$ cat src/rtl/loader_pkg.sv
// Shared types and widths for the boot-time instruction loader.
package loader_pkg;

  localparam int unsigned LDR_LEN_W  = 16;
  localparam int unsigned LDR_BYTE_W = 8;
  localparam int unsigned LDR_WORD_W = 32;

  typedef enum logic [2:0] {
    IDLE,
    LEN_LO,
    LEN_HI,
    DATA,
    CSUM,
    RUN,
    ERR
  } ldr_state_t;

  // States in which the loader is listening on the byte stream.
  function automatic logic ldr_rx_open(ldr_state_t s);
    return (s == LEN_LO) || (s == LEN_HI) || (s == DATA) || (s == CSUM);
  endfunction

endpackage

$ cat src/rtl/inst_loader.sv
// Length-prefixed, XOR-checksummed byte stream to 32-bit instruction memory writes;
// holds the processor in reset until a verified image is in place.
module inst_loader
  import loader_pkg::*;
#(
  parameter int unsigned IMEM_DEPTH = 256,
  parameter int unsigned ADDR_W     = $clog2(IMEM_DEPTH)
) (
  input  logic                  clk,
  input  logic                  rst_n,
  input  logic                  rx_valid,
  input  logic [LDR_BYTE_W-1:0] rx_data,
  output logic                  rx_ready,
  input  logic                  reload,
  output logic                  imem_we,
  output logic [ADDR_W-1:0]     imem_addr,
  output logic [LDR_WORD_W-1:0] imem_wdata,
  output logic                  cpu_rst,
  output logic                  load_done,
  output logic                  load_err
);

  ldr_state_t state_q, state_d;

  logic [LDR_LEN_W-1:0]  len_q, len_d;
  logic [LDR_LEN_W-1:0]  word_cnt_q, word_cnt_d;
  logic [1:0]            byte_cnt_q, byte_cnt_d;
  logic [LDR_WORD_W-1:0] shift_q, shift_d;
  logic [LDR_BYTE_W-1:0] xor_q, xor_d;

  logic                  rx_ready_q, rx_ready_d;
  logic                  imem_we_q, imem_we_d;
  logic [ADDR_W-1:0]     imem_addr_q, imem_addr_d;
  logic [LDR_WORD_W-1:0] imem_wdata_q, imem_wdata_d;
  logic                  cpu_rst_q, cpu_rst_d;
  logic                  load_done_q, load_done_d;
  logic                  load_err_q, load_err_d;

  logic                  accept_c;
  logic [LDR_LEN_W-1:0]  len_rx_c;
  logic                  word_last_c;

  assign accept_c    = rx_valid && rx_ready_q;
  assign len_rx_c    = {rx_data, len_q[LDR_BYTE_W-1:0]};
  assign word_last_c = (byte_cnt_q == 2'd3) &&
                       (LDR_LEN_W'(word_cnt_q + LDR_LEN_W'(1)) == len_q);

  // State register
  always_ff @(posedge clk or negedge rst_n) begin
    if (!rst_n) state_q <= IDLE;
    else        state_q <= state_d;
  end

  // Next-state logic
  always_comb begin
    state_d = state_q;
    unique case (state_q)
      IDLE:   state_d = LEN_LO;
      LEN_LO: if (accept_c) state_d = LEN_HI;
      LEN_HI: begin
        if (accept_c) begin
          if (len_rx_c == '0)                     state_d = CSUM;
          else if (32'(len_rx_c) > IMEM_DEPTH)    state_d = ERR;
          else                                    state_d = DATA;
        end
      end
      DATA:   if (accept_c && word_last_c) state_d = CSUM;
      CSUM:   if (accept_c) state_d = (rx_data == xor_q) ? RUN : ERR;
      RUN,
      ERR:    if (reload) state_d = LEN_LO;
      default: state_d = IDLE;
    endcase
  end

  // Datapath and registered-output next values
  always_comb begin
    len_d        = len_q;
    word_cnt_d   = word_cnt_q;
    byte_cnt_d   = byte_cnt_q;
    shift_d      = shift_q;
    xor_d        = xor_q;
    imem_we_d    = 1'b0;
    imem_addr_d  = imem_addr_q;
    imem_wdata_d = imem_wdata_q;

    unique case (state_q)
      LEN_LO: if (accept_c) len_d = LDR_LEN_W'(rx_data);
      LEN_HI: if (accept_c) len_d = len_rx_c;
      DATA: begin
        if (accept_c) begin
          // Little-endian packing: each new byte enters at the top and shifts down.
          shift_d    = {rx_data, shift_q[LDR_WORD_W-1:LDR_BYTE_W]};
          xor_d      = xor_q ^ rx_data;
          byte_cnt_d = byte_cnt_q + 2'd1;
          if (byte_cnt_q == 2'd3) begin
            imem_we_d    = 1'b1;
            imem_addr_d  = ADDR_W'(word_cnt_q);
            imem_wdata_d = {rx_data, shift_q[LDR_WORD_W-1:LDR_BYTE_W]};
            word_cnt_d   = LDR_LEN_W'(word_cnt_q + LDR_LEN_W'(1));
          end
        end
      end
      RUN,
      ERR: begin
        if (reload) begin
          len_d      = '0;
          word_cnt_d = '0;
          byte_cnt_d = '0;
          shift_d    = '0;
          xor_d      = '0;
        end
      end
      default: ;
    endcase

    rx_ready_d  = ldr_rx_open(state_d);
    cpu_rst_d   = (state_d != RUN);
    load_done_d = (state_d == RUN);
    load_err_d  = (state_d == ERR);
  end

  // Datapath and output registers
  always_ff @(posedge clk or negedge rst_n) begin
    if (!rst_n) begin
      len_q        <= '0;
      word_cnt_q   <= '0;
      byte_cnt_q   <= '0;
      shift_q      <= '0;
      xor_q        <= '0;
      rx_ready_q   <= 1'b0;
      imem_we_q    <= 1'b0;
      imem_addr_q  <= '0;
      imem_wdata_q <= '0;
      cpu_rst_q    <= 1'b1;
      load_done_q  <= 1'b0;
      load_err_q   <= 1'b0;
    end else begin
      len_q        <= len_d;
      word_cnt_q   <= word_cnt_d;
      byte_cnt_q   <= byte_cnt_d;
      shift_q      <= shift_d;
      xor_q        <= xor_d;
      rx_ready_q   <= rx_ready_d;
      imem_we_q    <= imem_we_d;
      imem_addr_q  <= imem_addr_d;
      imem_wdata_q <= imem_wdata_d;
      cpu_rst_q    <= cpu_rst_d;
      load_done_q  <= load_done_d;
      load_err_q   <= load_err_d;
    end
  end

  assign rx_ready   = rx_ready_q;
  assign imem_we    = imem_we_q;
  assign imem_addr  = imem_addr_q;
  assign imem_wdata = imem_wdata_q;
  assign cpu_rst    = cpu_rst_q;
  assign load_done  = load_done_q;
  assign load_err   = load_err_q;

endmodule
$ cat config.mk
export PLATFORM = sky130hd
export DESIGN_NAME = inst_loader
export DESIGN_NICKNAME = d
export VERILOG_FILES = /design/src/rtl/loader_pkg.sv /design/src/rtl/inst_loader.sv
export SDC_FILE = /design/constraint.sdc
export NUM_CORES = 1
export LEC_CHECK = 0
export BUFFER_PORTS_ARGS = -buffer_cell sky130_fd_sc_hd__buf_4
export CORE_MARGIN = 2
export CORE_UTILIZATION = 55
export DETAILED_ROUTE_END_ITERATION = 8
export HOLD_SLACK_MARGIN = 0.05
export PLACE_DENSITY = 0.8
export SLEW_MARGIN = 20
export SYNTH_ARGS = -nofsm -noshare
export SYNTH_HDL_FRONTEND = slang
export SYNTH_SLANG_ARGS = --single-unit
$ cat constraint.sdc
create_clock -name clk -period 3.2 [get_ports clk]
set_clock_uncertainty 0.1 [all_clocks]
set_input_delay 0.48 -clock clk [delete_from_list [all_inputs] [get_ports clk]]
set_output_delay 0.48 -clock clk [all_outputs]
set_load 0.1 [all_outputs]
==> results of run 1 <==
sequential cells by signal, summed over array words and instances, names as in the netlist:
register	count
imem_addr	8
load_err	1
rx_ready	1
cpu_rst	1
imem_we	1
state_q	3
load_done	1
imem_wdata	32
word_cnt_q	16
shift_q	24
len_q	16
byte_cnt_q	2
xor_q	8
worst max-delay path by stage:
| stage | end | slack (ns) | cells after the start |
|---|---|---|---|
| after detailed placement | state_q[1] | 0.45 | 7 |
| after floorplan | rx_ready | 0.51 | 6 |
| final | state_q[1] | 0.33 | 7 |
| after CTS | state_q[1] | 0.39 | 7 |
| after global routing | state_q[0] | 0.05 | 7 |
| after global placement | state_q[2] | 0.64 | 7 |
metrics by stage:
stage | total power [mW] | setup WS [ns]
final | 7.064 | 0.3283
after CTS | 7.047 | 0.3941
after detailed placement | 5.260 | 0.4482
after global routing | 7.418 | 0.04553
after floorplan | 4.567 | 0.5096
after global placement | 5.169 | 0.6435
tightest hold or removal path: stages:
cell and delay, ns:
buf_4 0.13, nand2_1 0.05, nand2_1 0.05
Yosys cell counts, types with 2 or more instances:
master / count / area [um^2]
o31ai_1: 10 / 75.07
o21ai_1: 2 / 10.01
a22oi_1: 2 / 15.01
or4_1: 3 / 22.52
nand2_1: 204 / 765.7
nand3_1: 17 / 85.08
xor2_1: 5 / 43.79
ha_1: 2 / 25.02
clkbuf_1: 31 / 116.4
xnor2_1: 24 / 210.2
o21a_1: 3 / 22.52
o311ai_0: 2 / 17.52
and2_1: 2 / 12.51
inv_1: 7 / 26.28
o211ai_1: 2 / 15.01
nor3_1: 4 / 20.02
nor4_1: 9 / 56.30
or3_1: 2 / 12.51
nand4_1: 6 / 37.54
nor2b_1: 2 / 12.51
and3_1: 2 / 12.51
nand4_2: 2 / 25.02
mux2i_1: 9 / 90.09
o22ai_1: 2 / 12.51
buf_2: 7 / 35.03
a21oi_1: 6 / 30.03
nor2_1: 24 / 90.09
dfrtp_1: 113 / 2828
a22o_1: 17 / 148.9
o21ai_0: 50 / 250.2
nor4_2: 2 / 25.02
power by group:
part	internal, mW	total [mW]	switching [mW]
Sequential	1.91	2.33	0.422
Clock	1.14	1.75	0.602
Combinational	0.815	2.98	2.17
Total	3.87	7.06	3.19
cell type report:
class	count	area share (%)
tap	133	2.564
sequential	114	43.98
multi-input combinational	438	36.67
inverter	7	0.4049
clock inverter	6	1.272
clock buffer	22	7.133
timing repair buffer	66	7.982
routing by layer:
metal | GRT usage, % | wire length [um]
met3 | 6.720 | 1038
met5 | 0 | 0
met1 | 38.03 | 5614
met2 | 41.26 | 6296
met4 | 10.73 | 261
logic make-up (layout without fill, tap and decap cells):
kind of cell    count (synthesis)  count (layout)
compound gates                106             106
xor+xnor                       29              29
fa+ha+maj                       3               3
buf+inv                        48             101
flops                         114             114
mux                            10              10
simple gates                  290             290
==> results.md, run 1 <==
| Stage | Parameter | Value |
|---|---|---|
| logic synthesis | Number of enable flip-flop cells after synthesis | 0 |
| sta | Total negative slack for setup checks | 0 ns |
| sta | Setup repair after global routing missed its margin | false |
| sta | Max frequency | 0.3482 GHz |
| die | Chip height | 103.3 um |
| logic synthesis | Fraction of registers with async set or reset after synthesis | 100.0% |
| power | Total power density per cell area | 1088 mW/mm^2 |
| detailed routing | Drt first-iter violations | 323 |
| setup path | Element type at the critical path end | flip-flop |
| detailed routing | First-pass detailed-route iteration total | 5 |
| setup path | Biggest fanout along the worst timing path | 7 |
| logic synthesis | Combinational family with the most area after synthesis | simple AND/OR/NAND/NOR gates |
| cells and area | Count of antenna diodes in the layout | 0 |
| cts | CTS sink cnt | 114 |
| logic synthesis | Share of synthesized cell area in full adder, half adder and majority cells | 0.6464% |
| sta | Final period utilization | 89.74% |
| logic synthesis | Warning count from the yosys run | 0 |
| setup path | CP Class | reg2reg |
| cts | Max Buffers Root-to-Sink | 2 |
| grt | Total congestion overflow after global routing | 0 |
| cells and area | Post-Layout Inst Area | 0.006490 mm^2 |
| detailed routing | DRT antenna net count | 0 |
| cts | Clock-pin slew of the registers on the worst-case setup and hold paths | 0.05 ns |
| cells and area | Area used by multi-input combinational logic | 0.002380 mm^2 |
| hold path | Worst Hold Depth | 3 |
| sta | Max transition margin | 24.50% |
| detailed routing | Number of remaining DRC errors | 0 |
| cts | Clock H-tree levels | 4 |
| sta | Hold slack | 0.1284 ns |
| cells and area | # nets final | 658 |
| setup path | Cells along the critical path | ha_1, xnor2_1, a2111oi_0, o311ai_0, a2111o_1, nor4_1, o21ai_0 |
| placed design | Post-place instance area | 0.005907 mm^2 |
| logic synthesis | Share of the synthesized area in compound gates (AO/OA/AOI/OAI) | 12.72% |
| setup path | Source of the worst register-to-register timing path | word_cnt_q[0] |
| cells and area | Count of non-filler cells in the finished layout | 786 |
| detailed routing | Routed WL | 13210 um |
| logic synthesis | Share of synthesized area spent on multiplexers | 1.870% |
| sta | Final number of max-transition violations | 0 |
| setup path | Launch point of the worst path | word_cnt_q[0] |
| cells and area | Area added between synthesis and finish | 19.74% |
| power | Total leakage power | 3.172 nW |
| cts | Post-CTS Hold Fix Bufs | 1 |
| logic synthesis | Synthesized area | 0.005420 mm^2 |
| grt | Maximum number of pins on one net before global-route repair | 60 |
| logic synthesis | Fraction of synthesized cell area in xor and xnor cells | 4.686% |
| die | Effective utilization at floorplan | 55.97% |
| cells and area | Number of inserted filler cells in the final layout | 723 |
| cells and area | Fraction of final layout cells with drive strength greater than 1 | 16.08% |
| hold path | Worst-case hold path end point | imem_wdata[29] |
| setup path | Data arrival time of the worst path | 3.15 ns |
| logic synthesis | Avg Cell Area, Syn | 9.034 um^2 |
| grt | Wire length of the first global-routing pass | 22000 um |
| die | Placeable Area | 0.009684 mm^2 |
| detailed routing | Vias | 4598 |
| status | Status | completed |
| grt | Number of global-route vias before repair | 4344 |
| placed design | Placed instance count | 756 |
| logic synthesis | Count of cell types in the netlist | 58 |
| sta | Final Hold Viols | 0 |
| die | I/O pin count | 57 |
| logic synthesis | Instance count of the mapped netlist | 600 |
| logic synthesis | Number of nets produced by synthesis | 614 |
| logic synthesis | Seq/Total Area, Yosys | 52.65% |
| hold path | Launch instance of the worst min-delay path | rx_data[5] |
| setup path | R2r worst-path depth | 7 |
| setup path | Flop-to-flop setup slack | 0.33 ns |
| detailed routing | Via density per instance | 5.850 |
| logic synthesis | Most instantiated flip-flop cell in the synthesis netlist | dfrtp_1 |
| cells and area | Most common cell after layout, fill and taps aside | nand2_1 |
| cts | Post-cts gate resize count | 0 |
| sta | Worst-margin pin slew | 1.133 ns |
| sta | Clock period minus worst slack | 2.872 ns |
| setup path | Required time worst endpoint | 3.48 ns |
| job | Number of max-cap violations | 0 |
| detailed routing | Average detailed-routed wire length per instance | 16.81 um |
| setup path | Combined buffer and inverter count along the critical path | 0 |
| sta | Final setup vio count | 0 |
| setup path | Crit-path leading delay family | compound AO/OA/AOI/OAI gates |
| grt | Number of antenna violations at the first check in global routing | 0 |
| logic synthesis | Post-synthesis simple-gate area fraction | 23.73% |
| cts | Root buffer selected by CTS | clkbuf_8 |
| power | Worst vdd rail ir drop | 652.1 uV |
| placed design | DPL Wire Length | 8626 um |
| grt | Total global-route track usage | 27.21% |
| hold path | Min-delay worst type | in2reg |
| setup path | Worst-path cell with the longest stage delay | a2111oi_0 |
| die | Die width | 103.3 um |
| cells and area | Fin util | 67.02% |
| logic synthesis | Number of synthesized register bits | 114 |
| cells and area | Register cell area after layout | 0.002854 mm^2 |
| setup path | FF-to-FF End | state_q[1] |
| cts | Worst-skew pair later-pin latency | 0.52 ns |
| cts | Number of buffers inserted by post-CTS setup repair | 0 |
| placed design | Final weighted congestion of routability-driven global placement | 1.023 |
| die | Total die area | 0.01066 mm^2 |
| cts | Clock tree from TritonCTS | done |
| placed design | Port Buf Inserts | 56 |
| cells and area | Commonest cells after routing, fill and taps aside | nand2_1 (203), dfrtp_1 (113), buf_4 (64), o21ai_0 (50) |
| die | Number of cell rows | 36 |
| cts | Total clock buffers created by CTS | 17 |
| setup path | Biggest cell delay along the critical path | 0.51 ns |
| setup path | Worst setup SP type | flip-flop |
Note: power is estimated with default switching activity, not from simulation.
==> run 2, diff against run 1 <==
--- a/config.mk
+++ b/config.mk
@@ -11,5 +11,5 @@
 export DETAILED_ROUTE_END_ITERATION = 8
 export HOLD_SLACK_MARGIN = 0.05
-export PLACE_DENSITY = 0.8
+export PLACE_DENSITY = 0.75
 export SLEW_MARGIN = 20
 export SYNTH_ARGS = -nofsm -noshare
--- a/constraint.sdc
+++ b/constraint.sdc
@@ -3,3 +3,3 @@
 set_input_delay 0.48 -clock clk [delete_from_list [all_inputs] [get_ports clk]]
 set_output_delay 0.48 -clock clk [all_outputs]
-set_load 0.1 [all_outputs]
+set_load 0.01 [all_outputs]
==> results.md, run 2 (synthesis results as in run 1) <==
| Stage | Parameter | Value | vs previous |
|---|---|---|---|
| setup path | Combined buffer and inverter count along the critical path | 0 | unchanged |
| cts | CTS sink cnt | 114 | unchanged |
| cells and area | Fraction of final layout cells with drive strength greater than 1 | 16.92% | +0.84 points |
| die | Placeable Area | 0.009684 mm^2 | unchanged |
| power | Total leakage power | 3.202 nW | +0.95% |
| cts | Max Buffers Root-to-Sink | 2 | unchanged |
| detailed routing | Drt first-iter violations | 401 | +24% |
| setup path | Biggest cell delay along the critical path | 0.46 ns | -0.05 ns |
| grt | Wire length of the first global-routing pass | 21530 um | -2.1% |
| die | Total die area | 0.01066 mm^2 | unchanged |
| cells and area | # nets final | 657 | -0.15% |
| sta | Setup repair after global routing missed its margin | false |  |
| status | Status | completed |  |
| sta | Final period utilization | 85.15% | -4.6 points |
| placed design | Port Buf Inserts | 56 | unchanged |
| sta | Total negative slack for setup checks | 0 ns | unchanged |
| setup path | Required time worst endpoint | 3.49 ns | about the same |
| die | Chip height | 103.3 um | unchanged |
| setup path | Biggest fanout along the worst timing path | 7 | unchanged |
| grt | Total congestion overflow after global routing | 0 | unchanged |
| setup path | Worst setup SP type | flip-flop |  |
| die | I/O pin count | 57 | unchanged |
| cells and area | Commonest cells after routing, fill and taps aside | nand2_1 (203), dfrtp_1 (113), buf_4 (63), o21ai_0 (50) |  |
| die | Die width | 103.3 um | unchanged |
| sta | Final number of max-transition violations | 0 | unchanged |
| cts | Clock tree from TritonCTS | done |  |
| sta | Max frequency | 0.3670 GHz | +5.4% |
| grt | Number of global-route vias before repair | 4202 | -3.3% |
| placed design | Post-place instance area | 0.005919 mm^2 | +0.21% |
| cts | Worst-skew pair later-pin latency | 0.52 ns | about the same |
| sta | Clock period minus worst slack | 2.725 ns | -0.1470 ns |
| cts | Clock-pin slew of the registers on the worst-case setup and hold paths | 0.06 ns | about the same |
| setup path | Cells along the critical path | ha_1, xnor2_1, a2111oi_0, o311ai_0, a2111o_1, nor4_1, o21ai_0 |  |
| cells and area | Number of inserted filler cells in the final layout | 778 | +7.6% |
| detailed routing | First-pass detailed-route iteration total | 5 | unchanged |
| grt | Number of antenna violations at the first check in global routing | 0 | unchanged |
| cells and area | Most common cell after layout, fill and taps aside | nand2_1 |  |
| sta | Max transition margin | 40.88% | +16 points |
| grt | Total global-route track usage | 26.58% | -0.63 points |
| sta | Worst-margin pin slew | 0.8809 ns | -0.2517 ns |
| setup path | CP Class | reg2reg |  |
| detailed routing | Average detailed-routed wire length per instance | 16.52 um | -1.7% |
| grt | Maximum number of pins on one net before global-route repair | 62 | +3.3% |
| setup path | Element type at the critical path end | flip-flop |  |
| die | Effective utilization at floorplan | 55.97% | unchanged |
| power | Total power density per cell area | 926.1 mW/mm^2 | -15% |
| placed design | Final weighted congestion of routability-driven global placement | 0.8680 | -15% |
| job | Number of max-cap violations | 0 | unchanged |
| cells and area | Number of flip-flops in the largest register | 32 | unchanged |
| cts | Number of buffers inserted by post-CTS setup repair | 0 | unchanged |
| setup path | Data arrival time of the worst path | 3.01 ns | -0.14 ns |
| detailed routing | Via density per instance | 5.646 | -3.5% |
| detailed routing | Routed WL | 13040 um | -1.3% |
| detailed routing | Vias | 4455 | -3.1% |
| power | Worst vdd rail ir drop | 462.7 uV | -29% |
| cells and area | Area used by multi-input combinational logic | 0.002384 mm^2 | +0.16% |
| cells and area | Area added between synthesis and finish | 20.98% |  |
| hold path | Min-delay worst type | in2reg |  |
| cts | Total clock buffers created by CTS | 17 | unchanged |
| cells and area | Post-Layout Inst Area | 0.006558 mm^2 | +1.0% |
| cts | Clock H-tree levels | 4 | unchanged |
| setup path | Crit-path leading delay family | compound AO/OA/AOI/OAI gates |  |
| setup path | Worst-path cell with the longest stage delay | dfrtp_1 |  |
| cells and area | Count of antenna diodes in the layout | 0 | unchanged |
| sta | Final Hold Viols | 0 | unchanged |
| placed design | DPL Wire Length | 8553 um | -0.85% |
| cells and area | Register cell area after layout | 0.002854 mm^2 | unchanged |
| sta | Final setup vio count | 0 | unchanged |
| detailed routing | DRT antenna net count | 0 | unchanged |
| die | Number of cell rows | 36 | unchanged |
| cts | Root buffer selected by CTS | clkbuf_8 |  |
| detailed routing | Number of remaining DRC errors | 0 | unchanged |
## run 2: cell count changes in the layout (fill, tap and decap cells not counted), sizes merged
cell and delta:
bufinv +2, inv +1, clkbuf -3, buf -1, clkinv +4
## run 2: final cells by class
type,instances,area share [%]
sequential,114,43.52
multi-input combinational,438,36.35
timing repair buffer,65,7.670
clock buffer,19,6.735
clock inverter,13,2.786
tap,133,2.538
inverter,7,0.4007
## run 2: repair_timing
action,CTS,global route
resized for setup,0,0
setup endpoints to repair,0,0
hold endpoints to repair,59,0
hold buffers,1,0
## run 2: power breakdown
group	internal [mW]	total [mW]	switching (mW)	leakage, nW
Combinational	0.788	1.75	0.966	1.38
Sequential	1.91	2.33	0.424	1.52
Clock	1.31	1.98	0.680	0.308
## run 2: per-stage QoR
step	setup slack, ns	total power [mW]	hold slack (ns)	std cells	util, %
final	0.4753	6.073	0.1304	789	67.71
after global routing	0.3329	6.443	0.1271	789	67.71
after CTS	0.4748	6.088	0.1131	789	67.67
after detailed placement	0.4988	4.070	0.3635	756	61.12
after global placement	0.7239	4.007	0.3533	756	61.12
after floorplan	0.8878	3.394	0.08441	600	-
## run 2: layer usage
metal	vias to the layer above	wire length (um)	GRT usage (%)
li1	2138	-	-
met1	2132	6096	39.64
met2	166	5871	37.81
met3	19	867	7.124
met4	0	199	8.907
met5	-	0	0
## run 2: worst paths after layout
| path | start | depth (start not counted) | to | slack, ns |
|---|---|---|---|---|
| worst min register to register | imem_addr[1] | 2 | imem_addr[1] | 0.37 |
| worst max-delay path | word_cnt_q[0] | 7 | state_q[0] | 0.48 |
| worst min-delay path | rx_data[7] | 3 | imem_wdata[31] | 0.13 |
| worst max register to register | word_cnt_q[0] | 7 | state_q[0] | 0.48 |
| max in group asynchronous | rst_n | 3 | len_q[9] | 1.74 |
| min in group asynchronous | rst_n | 2 | shift_q[13] | 0.50 |
## run 2: worst register-to-register path: cells and delay by family (launching register included)
kind / cells / cell delay, ns
AO/OA/AOI/OAI: 4 / 1.22
flip-flops: 1 / 0.46
AND/OR/NAND/NOR: 1 / 0.34
adder cells (fa/ha/maj): 1 / 0.33
XOR/XNOR: 1 / 0.16
==> run 3, diff against run 2 <==
Settings changed: CORE_UTILIZATION 55 to 40, PLACE_DENSITY 0.75 to default.
==> results.md, run 3 (synthesis results as in run 1) <==
| Stage | Parameter | Value | vs previous |
|---|---|---|---|
| cells and area | Area used by multi-input combinational logic | 0.002384 mm^2 | unchanged |
| placed design | Post-place setup slack | 0.5741 ns | +0.07533 ns |
| detailed routing | Number of remaining DRC errors | 0 | unchanged |
| setup path | Worst-path cell with the longest stage delay | or4_1 |  |
| grt | Maximum number of pins on one net before global-route repair | 64 | +3.2% |
| placed design | Placed instance count | 799 | +5.7% |
| cts | Post-CTS Hold Fix Bufs | 0 | -1 |
| cells and area | Fraction of final layout cells with drive strength greater than 1 | 16.95% | +0.026 points |
| setup path | CP Class | reg2reg |  |
| detailed routing | Vias | 4449 | -0.13% |
| die | Die width | 120.4 um | +17% |
| sta | Worst-margin pin slew | 0.8186 ns | -0.06230 ns |
| grt | Wire length of the first global-routing pass | 22900 um | +6.4% |
| detailed routing | Average detailed-routed wire length per instance | 16.38 um | -0.85% |
| sta | Final period utilization | 83.41% | -1.7 points |
| placed design | DPL Wire Length | 9054 um | +5.9% |
| cells and area | Count of antenna diodes in the layout | 0 | unchanged |
| detailed routing | Via density per instance | 5.354 | -5.2% |
| cells and area | Number of flip-flops in the largest register | 32 | unchanged |
| setup path | Element type at the critical path end | flip-flop |  |
| cells and area | Commonest cells after routing, fill and taps aside | nand2_1 (203), dfrtp_1 (113), buf_4 (64), o21ai_0 (50) |  |
| cts | Clock H-tree levels | 4 | unchanged |
| setup path | Crit-path leading delay family | simple AND/OR/NAND/NOR gates |  |
| power | Sequential fraction of design power | 38.2% | -0.2 points |
| power | Net Sw Frac | 33.57% | -0.51 points |
| grt | Gr busiest metal | met2 |  |
| hold path | Min-delay worst type | in2async |  |
| cells and area | Number of inserted filler cells in the final layout | 1261 | +62% |
| setup path | Cell depth of the worst setup path | 7 | unchanged |
| detailed routing | Routed WL | 13610 um | +4.4% |
| cells and area | Count of non-filler cells in the finished layout | 831 | +5.3% |
| detailed routing | First-pass detailed-route iteration total | 5 | unchanged |
| detailed routing | Drt first-iter violations | 380 | -5.2% |
| setup path | Worst setup SP type | flip-flop |  |
| placed design | Final weighted congestion of routability-driven global placement | 0.8455 | -2.6% |
| cts | CTS sink cnt | 114 | unchanged |
| grt | Total congestion overflow after global routing | 0 | unchanged |
| cells and area | # nets final | 656 | -0.15% |
| setup path | Biggest fanout along the worst timing path | 7 | unchanged |
| grt | Met1 Use GR | 28.81% | -11 points |
| power | Switching power | 2.061 mW | -0.42% |
| cells and area | Post-Layout Inst Area | 0.006620 mm^2 | +0.95% |
| sta | Hold slack | 0.05614 ns | -0.07430 ns |
| die | Placeable Area | 0.01324 mm^2 | +37% |
| setup path | R2r worst-path depth | 7 | unchanged |
| cts | Total clock buffers created by CTS | 17 | unchanged |
| setup path | Required time worst endpoint | 3.45 ns | -0.04 ns |
| detailed routing | DRT antenna net count | 0 | unchanged |
| placed design | Port Buf Inserts | 56 | unchanged |
| cells and area | Fin util | 49.99% | -18 points |
| status | Status | completed |  |
| setup path | Biggest cell delay along the critical path | 0.53 ns | +0.07 ns |
| grt | Number of global-route vias before repair | 4269 | +1.6% |
| die | Chip height | 120.4 um | +17% |
| sta | Setup repair after global routing missed its margin | false |  |
| cts | Number of buffers inserted by post-CTS setup repair | 0 | unchanged |
| power | Worst vdd rail ir drop | 462.0 uV | -0.16% |
| grt | M3 GR Usage | 3.962% | -3.2 points |
| sta | Max frequency | 0.3746 GHz | +2.1% |
| cts | Post-cts gate resize count | 0 | unchanged |
| die | I/O pin count | 57 | unchanged |
| grt | Number of antenna violations at the first check in global routing | 0 | unchanged |
| cts | Clock-pin slew of the registers on the worst-case setup and hold paths | 0.05 ns | about the same |
| setup path | Combined buffer and inverter count along the critical path | 0 | unchanged |
| sta | Final setup vio count | 0 | unchanged |
| power | Total power density per cell area | 927.5 mW/mm^2 | +0.14% |
| die | Number of cell rows | 42 | +17% |
| cts | Root buffer selected by CTS | clkbuf_16 |  |
| die | Total die area | 0.01450 mm^2 | +36% |
| setup path | Cells along the critical path | ha_1, nand3_1, nor4_1, nor4_1, or4_1, nor4_2, o21a_1 |  |
| sta | Total negative slack for setup checks | 0 ns | unchanged |
| power | Pwr Total | 6.140 mW | +1.1% |
| sta | Final Hold Viols | 0 | unchanged |
| sta | Max transition margin | 45.43% | +4.5 points |
| power | Total leakage power | 3.201 nW | about the same |
| job | Number of max-cap violations | 0 | unchanged |
| cells and area | Most common cell after layout, fill and taps aside | nand2_1 |  |
| power | Design internal power | 4.079 mW | +1.9% |
| cells and area | Area added between synthesis and finish | 22.14% |  |
| power | Logic pwr share | 28.1% | -0.8 points |
| sta | Clock period minus worst slack | 2.669 ns | -0.05551 ns |
| sta | Final number of max-transition violations | 0 | unchanged |
| placed design | Post-place instance area | 0.005964 mm^2 | +0.76% |
| grt | Met2 Track Usage GR | 30.76% | -7.1 points |
| die | Effective utilization at floorplan | 40.93% | -15 points |
| power | Clock network power share | 33.8% | +1.1 points |
| grt | Total global-route track usage | 20.36% | -6.2 points |
| cts | Clock tree from TritonCTS | done |  |
| cts | Worst-skew pair later-pin latency | 0.42 ns | -0.10 ns |
| sta | Minimum setup slack in the final design | 0.5308 ns | +0.05551 ns |
| setup path | Data arrival time of the worst path | 2.92 ns | -0.09 ns |
| setup path | Library cell appearing most often on the critical path | nor4_1 |  |
| cts | Max Buffers Root-to-Sink | 2 | unchanged |
| cells and area | Register cell area after layout | 0.002854 mm^2 | unchanged |
[run 3: cell types whose count changed in the layout (fill, tap and decap cells not counted), sizes merged]
cell         change
clkinv           -3
clkinvlp         +1
dlygate4sd3      -1
clkbuf           +2
[run 3: routing by layer]
metal | routed length, um | vias up
met4 | 260 | 0
met5 | 0 | -
li1 | - | 2129
met3 | 697 | 22
met1 | 6271 | 2179
met2 | 6382 | 119
[run 3: worst register-to-register path, stage by stage, from the launching register on]
cell	delay, ns
dfrtp_1	0.47
ha_1	0.36
nand3_1	0.24
nor4_1	0.36
nor4_1	0.11
or4_1	0.53
nor4_2	0.26
o21a_1	0.17
[run 3: area by class of cell]
class | instances | share of cell area [%]
Sequential cell | 114 | 43.11
Timing Repair Buffer | 64 | 7.258
Tap cell | 176 | 3.326
Inverter | 7 | 0.3969
Clock inverter | 11 | 2.646
Clock buffer | 21 | 7.258
Multi-Input combinational cell | 438 | 36.00
[run 3: power by group through the flow]
stage	Combinational, mW	Clock [mW]	Sequential, mW
after floorplan	1.09	0	2.30
after global placement	1.69	0	2.34
after detailed placement	1.74	0	2.35
after CTS	1.74	2.11	2.34
after global routing	1.94	2.18	2.41
final	1.72	2.07	2.34
[run 3: final timing paths]
path / to / slack, ns / start
worst min register to register: imem_wdata[0] / 0.37 / shift_q[8]
min in group clk: imem_wdata[26] / 0.24 / rx_data[2]
worst min-delay path: word_cnt_q[11] / 0.06 / rst_n
max in group asynchronous: imem_wdata[28] / 2.08 / rst_n
worst max register to register: load_done / 0.53 / word_cnt_q[0]
worst max-delay path: load_done / 0.53 / word_cnt_q[0]
